$ cat config.mk
export PLATFORM = sky130hd
export DESIGN_NAME = is_issue_queue
export DESIGN_NICKNAME = d
export VERILOG_FILES = /design/src/rtl/is_issue_queue_pkg.sv /design/src/rtl/is_issue_queue_busy_table.sv /design/src/rtl/is_issue_queue.sv
export SDC_FILE = /design/constraint.sdc
export NUM_CORES = 2
export LEC_CHECK = 0
export CELL_PAD_IN_SITES_DETAIL_PLACEMENT = 0
export CELL_PAD_IN_SITES_GLOBAL_PLACEMENT = 1
export CORE_ASPECT_RATIO = 1.5
export CORE_MARGIN = 8
export CORE_UTILIZATION = 25
export DETAILED_ROUTE_END_ITERATION = 8
export PLACE_DENSITY_LB_ADDON = 0.05
export SETUP_SLACK_MARGIN = 0.3
export SLEW_MARGIN = 20
export SYNTH_ARGS = -nofsm -noshare
export SYNTH_HDL_FRONTEND = slang
export SYNTH_SLANG_ARGS = --single-unit
$ cat constraint.sdc
create_clock -name clk -period 10.1 [get_ports clk]
set_input_delay 2.02 -clock clk [delete_from_list [all_inputs] [get_ports clk]]
set_output_delay 2.02 -clock clk [all_outputs]
set_load 0.05 [all_outputs]
$ cat src/rtl/is_issue_queue_pkg.sv
// Shared types for the issue stage: renamed instruction, queue entry and sizing constants.
package is_issue_queue_pkg;

    localparam int PRF_WIDTH = 6;
    localparam int PRF_NUM   = 2 ** PRF_WIDTH;
    localparam int IQ_DEPTH  = 8;

    typedef struct packed {
        logic reg_write;
        logic rs1_used;
        logic rs2_used;
    } ctrl_type;

    typedef struct packed {
        ctrl_type               control;
        logic [7:0]             uid;
        logic [PRF_WIDTH-1:0]   rs1_prf;
        logic [PRF_WIDTH-1:0]   rs2_prf;
        logic [PRF_WIDTH-1:0]   rd_prf;
    } ir_is_type;

    typedef struct packed {
        logic      valid;
        logic      rs1_rdy;
        logic      rs2_rdy;
        ir_is_type instr;
    } iq_entry_type;

    function automatic logic tag_hit(input logic v, input logic [PRF_WIDTH-1:0] tag,
                                     input logic [PRF_WIDTH-1:0] prf);
        return v && (tag == prf);
    endfunction

endpackage

$ cat src/rtl/is_issue_queue_busy_table.sv
// Physical-register busy table: two set ports, two clear (wakeup) ports, four lookups that
// see same-cycle wakeups. A tag set and cleared in the same cycle ends up busy.
module iq_busy_table
    import is_issue_queue_pkg::*;
(
    input  logic                      clk,
    input  logic                      reset,
    input  logic [1:0]                set_en,
    input  logic [1:0][PRF_WIDTH-1:0] set_prf,
    input  logic [1:0]                clr_en,
    input  logic [1:0][PRF_WIDTH-1:0] clr_prf,
    input  logic [3:0][PRF_WIDTH-1:0] lk_prf,
    output logic [3:0]                lk_rdy
);

    logic [PRF_NUM-1:0] busy;
    logic [PRF_NUM-1:0] busy_next;

    always_comb begin
        busy_next = busy;
        for (int k = 0; k < 2; k++)
            if (clr_en[k]) busy_next[clr_prf[k]] = 1'b0;
        for (int k = 0; k < 2; k++)
            if (set_en[k]) busy_next[set_prf[k]] = 1'b1;
    end

    always_ff @(posedge clk or posedge reset) begin
        if (reset) busy <= '0;
        else       busy <= busy_next;
    end

    always_comb begin
        lk_rdy = '0;
        for (int q = 0; q < 4; q++)
            lk_rdy[q] = (lk_prf[q] == '0) | ~busy[lk_prf[q]]
                      | tag_hit(clr_en[0], clr_prf[0], lk_prf[q])
                      | tag_hit(clr_en[1], clr_prf[1], lk_prf[q]);
    end

endmodule

$ cat src/rtl/is_issue_queue.sv
// Compacting two-wide issue queue: dispatch, wakeup, oldest-first dual select.
// Define IQ_PERF_EN to add the perf_full_cycles / perf_issued counters.
module is_issue_queue
    import is_issue_queue_pkg::*;
#(
    parameter int DEPTH = IQ_DEPTH
) (
    input  logic                       clk,
    input  logic                       reset,
    input  logic                       flush,
    input  logic                       disp_valid_0,
    input  logic                       disp_valid_1,
    input  ir_is_type                  disp_instr_0,
    input  ir_is_type                  disp_instr_1,
    output logic                       is_stall,
    input  logic                       wb_valid_0,
    input  logic                       wb_valid_1,
    input  logic [PRF_WIDTH-1:0]       wb_prf_0,
    input  logic [PRF_WIDTH-1:0]       wb_prf_1,
    output logic                       iss_valid_0,
    output logic                       iss_valid_1,
    output ir_is_type                  iss_instr_0,
    output ir_is_type                  iss_instr_1,
    output logic [$clog2(DEPTH):0]     iq_count
`ifdef IQ_PERF_EN
    ,
    output logic [31:0]                perf_full_cycles,
    output logic [31:0]                perf_issued
`endif
);

    localparam int CW = $clog2(DEPTH) + 1;
    localparam int IW = $clog2(DEPTH);

    iq_entry_type q      [DEPTH];
    iq_entry_type q_next [DEPTH];
    logic [CW-1:0] count_q;
    logic [CW-1:0] wr_ptr;

    logic          found0, found1;
    logic [IW-1:0] sel0, sel1;
    logic          accept, dep0;
    logic [3:0]    lk_rdy;
    logic          r0_1, r0_2, r1_1, r1_2;

    // Stall looks only at the registered count; this cycle's issues are not credited.
    assign is_stall = (count_q > CW'(DEPTH - 2));
    assign accept   = disp_valid_0 & ~is_stall & ~flush;
    assign dep0     = disp_instr_0.control.reg_write & (disp_instr_0.rd_prf != '0);

    iq_busy_table u_busy (
        .clk     (clk),
        .reset   (reset),
        .set_en  ({accept & disp_valid_1 & disp_instr_1.control.reg_write & (disp_instr_1.rd_prf != '0),
                   accept & dep0}),
        .set_prf ({disp_instr_1.rd_prf, disp_instr_0.rd_prf}),
        .clr_en  ({wb_valid_1, wb_valid_0}),
        .clr_prf ({wb_prf_1, wb_prf_0}),
        .lk_prf  ({disp_instr_1.rs2_prf, disp_instr_1.rs1_prf,
                   disp_instr_0.rs2_prf, disp_instr_0.rs1_prf}),
        .lk_rdy  (lk_rdy)
    );

    // The younger slot cannot see the older slot's destination as ready.
    assign r0_1 = ~disp_instr_0.control.rs1_used | lk_rdy[0];
    assign r0_2 = ~disp_instr_0.control.rs2_used | lk_rdy[1];
    assign r1_1 = ~disp_instr_1.control.rs1_used
                | (lk_rdy[2] & ~(dep0 & (disp_instr_1.rs1_prf == disp_instr_0.rd_prf)));
    assign r1_2 = ~disp_instr_1.control.rs2_used
                | (lk_rdy[3] & ~(dep0 & (disp_instr_1.rs2_prf == disp_instr_0.rd_prf)));

    always_comb begin
        found0 = 1'b0;
        found1 = 1'b0;
        sel0   = '0;
        sel1   = '0;
        for (int i = 0; i < DEPTH; i++) begin
            if (q[i].valid && q[i].rs1_rdy && q[i].rs2_rdy) begin
                if (!found0) begin
                    found0 = 1'b1;
                    sel0   = IW'(i);
                end else if (!found1) begin
                    found1 = 1'b1;
                    sel1   = IW'(i);
                end
            end
        end
    end

    assign iss_valid_0 = found0;
    assign iss_valid_1 = found1;
    assign iss_instr_0 = q[sel0].instr;
    assign iss_instr_1 = q[sel1].instr;
    assign iq_count    = count_q;

    // Survivors shift down in age order and pick up this cycle's wakeups; new pair appended.
    always_comb begin
        wr_ptr = '0;
        for (int j = 0; j < DEPTH; j++) q_next[j] = '0;
        for (int i = 0; i < DEPTH; i++) begin
            if (q[i].valid && !(found0 && sel0 == IW'(i)) && !(found1 && sel1 == IW'(i))) begin
                q_next[wr_ptr[IW-1:0]]         = q[i];
                q_next[wr_ptr[IW-1:0]].rs1_rdy = q[i].rs1_rdy
                    | tag_hit(wb_valid_0, wb_prf_0, q[i].instr.rs1_prf)
                    | tag_hit(wb_valid_1, wb_prf_1, q[i].instr.rs1_prf);
                q_next[wr_ptr[IW-1:0]].rs2_rdy = q[i].rs2_rdy
                    | tag_hit(wb_valid_0, wb_prf_0, q[i].instr.rs2_prf)
                    | tag_hit(wb_valid_1, wb_prf_1, q[i].instr.rs2_prf);
                wr_ptr = wr_ptr + CW'(1);
            end
        end
        if (accept) begin
            q_next[wr_ptr[IW-1:0]].valid   = 1'b1;
            q_next[wr_ptr[IW-1:0]].rs1_rdy = r0_1;
            q_next[wr_ptr[IW-1:0]].rs2_rdy = r0_2;
            q_next[wr_ptr[IW-1:0]].instr   = disp_instr_0;
            wr_ptr = wr_ptr + CW'(1);
            if (disp_valid_1) begin
                q_next[wr_ptr[IW-1:0]].valid   = 1'b1;
                q_next[wr_ptr[IW-1:0]].rs1_rdy = r1_1;
                q_next[wr_ptr[IW-1:0]].rs2_rdy = r1_2;
                q_next[wr_ptr[IW-1:0]].instr   = disp_instr_1;
                wr_ptr = wr_ptr + CW'(1);
            end
        end
        if (flush) begin
            for (int j = 0; j < DEPTH; j++) q_next[j] = '0;
            wr_ptr = '0;
        end
    end

    always_ff @(posedge clk or posedge reset) begin
        if (reset) begin
            for (int j = 0; j < DEPTH; j++) q[j] <= '0;
            count_q <= '0;
        end else begin
            for (int j = 0; j < DEPTH; j++) q[j] <= q_next[j];
            count_q <= wr_ptr;
        end
    end

`ifdef IQ_PERF_EN
    logic [32:0] issued_sum;
    assign issued_sum = {1'b0, perf_issued} + 33'(found0) + 33'(found1);

    always_ff @(posedge clk or posedge reset) begin
        if (reset) begin
            perf_full_cycles <= '0;
            perf_issued      <= '0;
        end else begin
            if (is_stall && perf_full_cycles != 32'hFFFF_FFFF)
                perf_full_cycles <= perf_full_cycles + 32'd1;
            perf_issued <= issued_sum[32] ? 32'hFFFF_FFFF : issued_sum[31:0];
        end
    end
`else
    // Counters absent; the queue datapath above is identical either way.
`endif

endmodule

==> flow_summary.ini <==
[run_status]
status = finished clean

[yosys]
synthesis.area_um2 = 40000
synth.distinct_cells = 103
synth_flop_cell = dfrtp_1
yosysWarnings = 0
synthCells = 5074
async_flop_share_pct = 100
synth_top_family_by_area = compound AO/OA/AOI/OAI gates
ys_seq_elements = 324
syn-num-nets = 5166
synth_simple_gate_area_share_pct = 17.2
synth_edf_count = 0
synth.avg_cell_area_um2 = 7.88
synthMuxAreaShare_pct = 12.5
synth_xor_area_share_pct = 6.21
synth_compound_area_share_pct = 34.7
ys_seq_area_share_pct = 20.3
synthAdderAreaFrac_pct = 0.539

[power_and_ir_drop]
ir_drop_mv = 0.240
leakagePower_nw = 15.1
power.switching_mw = 5.23
powerDensity_nw_per_um2 = 204
p_total_mw = 9.21
seqPwrFrac_pct = 21.4
switching_share_pct = 56.8
pwr-share-clk_pct = 19.7
p_int_mw = 3.97
pwr-share-comb_pct = 58.9

[die]
start_util_pct = 25.2
row_count = 179
dieArea_um2 = 173000
die_x_um = 342
die_h_um = 506
io_pins = 142
core_um2 = 159000

[setup_path]
cpMostUsedCell = ha_1
start_kind = flip-flop
cp.required_ns = 10.60
endpoint_kind = flip-flop
r2r-start = q[255]$_DFF_PP0_
worstRegToRegCells = 37
reg2reg_to = q[157]$_DFF_PP0_
critPathKind = reg -> reg
critical-path-max-stage-delay_ns = 0.57
reg2reg_setup_slack_ns = 0.85
cp_max_fo = 28
cp_slowest_cell = a221oi_4
crit_arrival_ns = 9.75

[clocking]
cts-buffers-inserted = 47
cts-root-buf = clkbuf_16
clk_pin_slew_worst_paths_ns = 0.06
worstSkewPairLatency_ns = 0.66
cts.sinks = 324
ctsLongestPathBuffers = 3
ctsHoldBuffers = 0
cts_tree = done
h-tree-depth = 2

[placement]
dp_hpwl_um = 206000
gp_congestion = 0.951
post_dp_cell_area_um2 = 43500
port_buffers = 141

[cells_and_area]
layout_commonest_cell = nand2_1
fin_util_pct = 28.4
post_route_cells_drive_above_1_share_pct = 15.0
final_nets = 4841
final_cell_area_um2 = 45100
final_cell_mix = nand2_1, dfrtp_1, nor2_1
n_fill_cell = 17000
syn2layout_area_growth_pct = 12.9

[global_route]
grt_use_total_pct = 36.4
antenna_found_initial = 37
grt.overflow.total = 0
grt_max_degree = 122
grt_pass1_vias = 47900
grt_pass1_wl_um = 440000

[timing]
finalCriticalPeriod_ns = 9.25
rsz0062_at_grt = no
fin_crit_sh_pct = 91.5
max_slew_margin_pct = 9.96
setup_viol = 0
final_max_slew_viol_count = 0
clock_skew_ns = 0.0329
hold_violations = 0
hold-worst-slack_ns = 0.587
setup_tns_ns = 0
worst_pin_slew_ns = 1.34
max_freq_mhz = 108

[flow_run]
drv_cap = 0

[worst_hold_path]
min_from = u_busy.busy[9]$_DFF_PP0_
min_path_type = reg -> reg
holdPathEnd = u_busy.busy[9]$_DFF_PP0_
min_delay_path_depth = 2

[routing]
routed_wirelength_um = 330000
drtIter0Drc = 7006
via_per_inst = 7.13
vias = 49000
wl_per_cell_um = 48.0
drcViolationCount = 0
ant_nets = 0
dr.pass1.iters = 6
cells in the mapped netlist, drive strengths merged (31+ instances only):
master    n  area [um2]
buf     128         593
a221o    36         360
a22o     77         674
mux2i   119        1190
a31o     33         289
o211ai  209        1570
dfrtp   324        8110
nor3     42         225
o21ai   156         785
nand3   198        1000
nand2   583        2190
nor4     62         419
inv      91         342
o311a    90         912
clkbuf  652        2450
a311o    31         310
a22oi    54         405
nand2b   62         388
mux4    142        3200
a31oi   130         813
xor2    121        1060
o311ai   51         447
a211o    35         307
nand4    91         569
o22ai   122         769
o31ai    85         643
nor2    312        1180
a21oi    80         438
xnor2   147        1330
a211oi  103         778
o221ai  137        1200
a221oi  197        1730
mux2     55         619
metrics by stage:
| stage | setup slack (ns) | cells |
|---|---|---|
| floorplan | 1.83 | 5074 |
| global placement | 0.254 | 6776 |
| detailed placement | 0.183 | 6779 |
| CTS | 0.479 | 6863 |
| global route | 0.365 | 6871 |
| finish | 0.855 | 6878 |
state kept, by name, indices dropped and copies added (netlist names):
| signal | cells |
|---|---|
| u_busy.busy | 64 |
| q | 256 |
| iq_count | 4 |
worst max-delay path by stage:
| stage | start | end | cells after the start |
|---|---|---|---|
| after floorplan | q[223]$_DFF_PP0_ | q[196]$_DFF_PP0_ | 40 |
| after global placement | q[223]$_DFF_PP0_ | q[158]$_DFF_PP0_ | 35 |
| after detailed placement | q[223]$_DFF_PP0_ | q[158]$_DFF_PP0_ | 35 |
| after CTS | q[223]$_DFF_PP0_ | q[158]$_DFF_PP0_ | 37 |
| after global routing | q[223]$_DFF_PP0_ | iq_count[3]$_DFF_PP0_ | 34 |
| final | q[255]$_DFF_PP0_ | q[157]$_DFF_PP0_ | 37 |
metal layers:
| metal | part of all wire [%] | GRT usage, % |
|---|---|---|
| met5 | 0.027 | 0 |
| met2 | 46 | 58.6 |
| met1 | 37 | 42.6 |
| met3 | 9.0 | 8.91 |
| met4 | 8.3 | 24.7 |
power groups by stage:
stage / clock network (mW) / logic [mW] / registers, mW
detailed placement: 0 / 5.21 / 1.97
global placement: 0 / 5.23 / 1.97
floorplan: 0 / 2.93 / 1.71
finish: 1.82 / 5.42 / 1.97
global route: 1.86 / 5.49 / 1.97
CTS: 1.83 / 5.23 / 1.94
kinds of logic (layout without fill, tap and decap cells):
kind of cell / after synthesis / in the layout
simple gates: 1480 / 1480
xor+xnor: 272 / 272
flops: 324 / 324
compound gates: 1791 / 1791
mux: 316 / 316
other cells: 0 / 13
buf+inv: 874 / 584
fa+ha+maj: 17 / 17
what timing repair did:
| item | in CTS | in global routing |
|---|---|---|
| setup endpoints to repair | 2 | 66 |
| buffers inserted | 0 | 1 |
| gates cloned | 0 | 0 |
| resized for setup | 2 | 5 |
cell type report:
type | count | area, um2 | area share (%)
antenna | 13 | 32.5 | 0.0721
clock buffer | 72 | 1390 | 3.08
clock inverter | 12 | 136 | 0.302
inverter | 94 | 357 | 0.791
multi-input combinational | 3876 | 29000 | 64.3
sequential | 324 | 8110 | 18.0
tap | 2081 | 2600 | 5.77
timing repair buffer | 406 | 3460 | 7.67
critical path, delay by kind of cell, from the launching register on:
family,cells,cell delay (ns)
fa+ha+maj,8,2.37
mux,2,0.51
simple gates,9,1.91
buf+inv,10,1.63
xor+xnor,1,0.26
flops,1,0.42
compound gates,7,1.96
No activity file was read; power rests on OpenSTA's default activity.
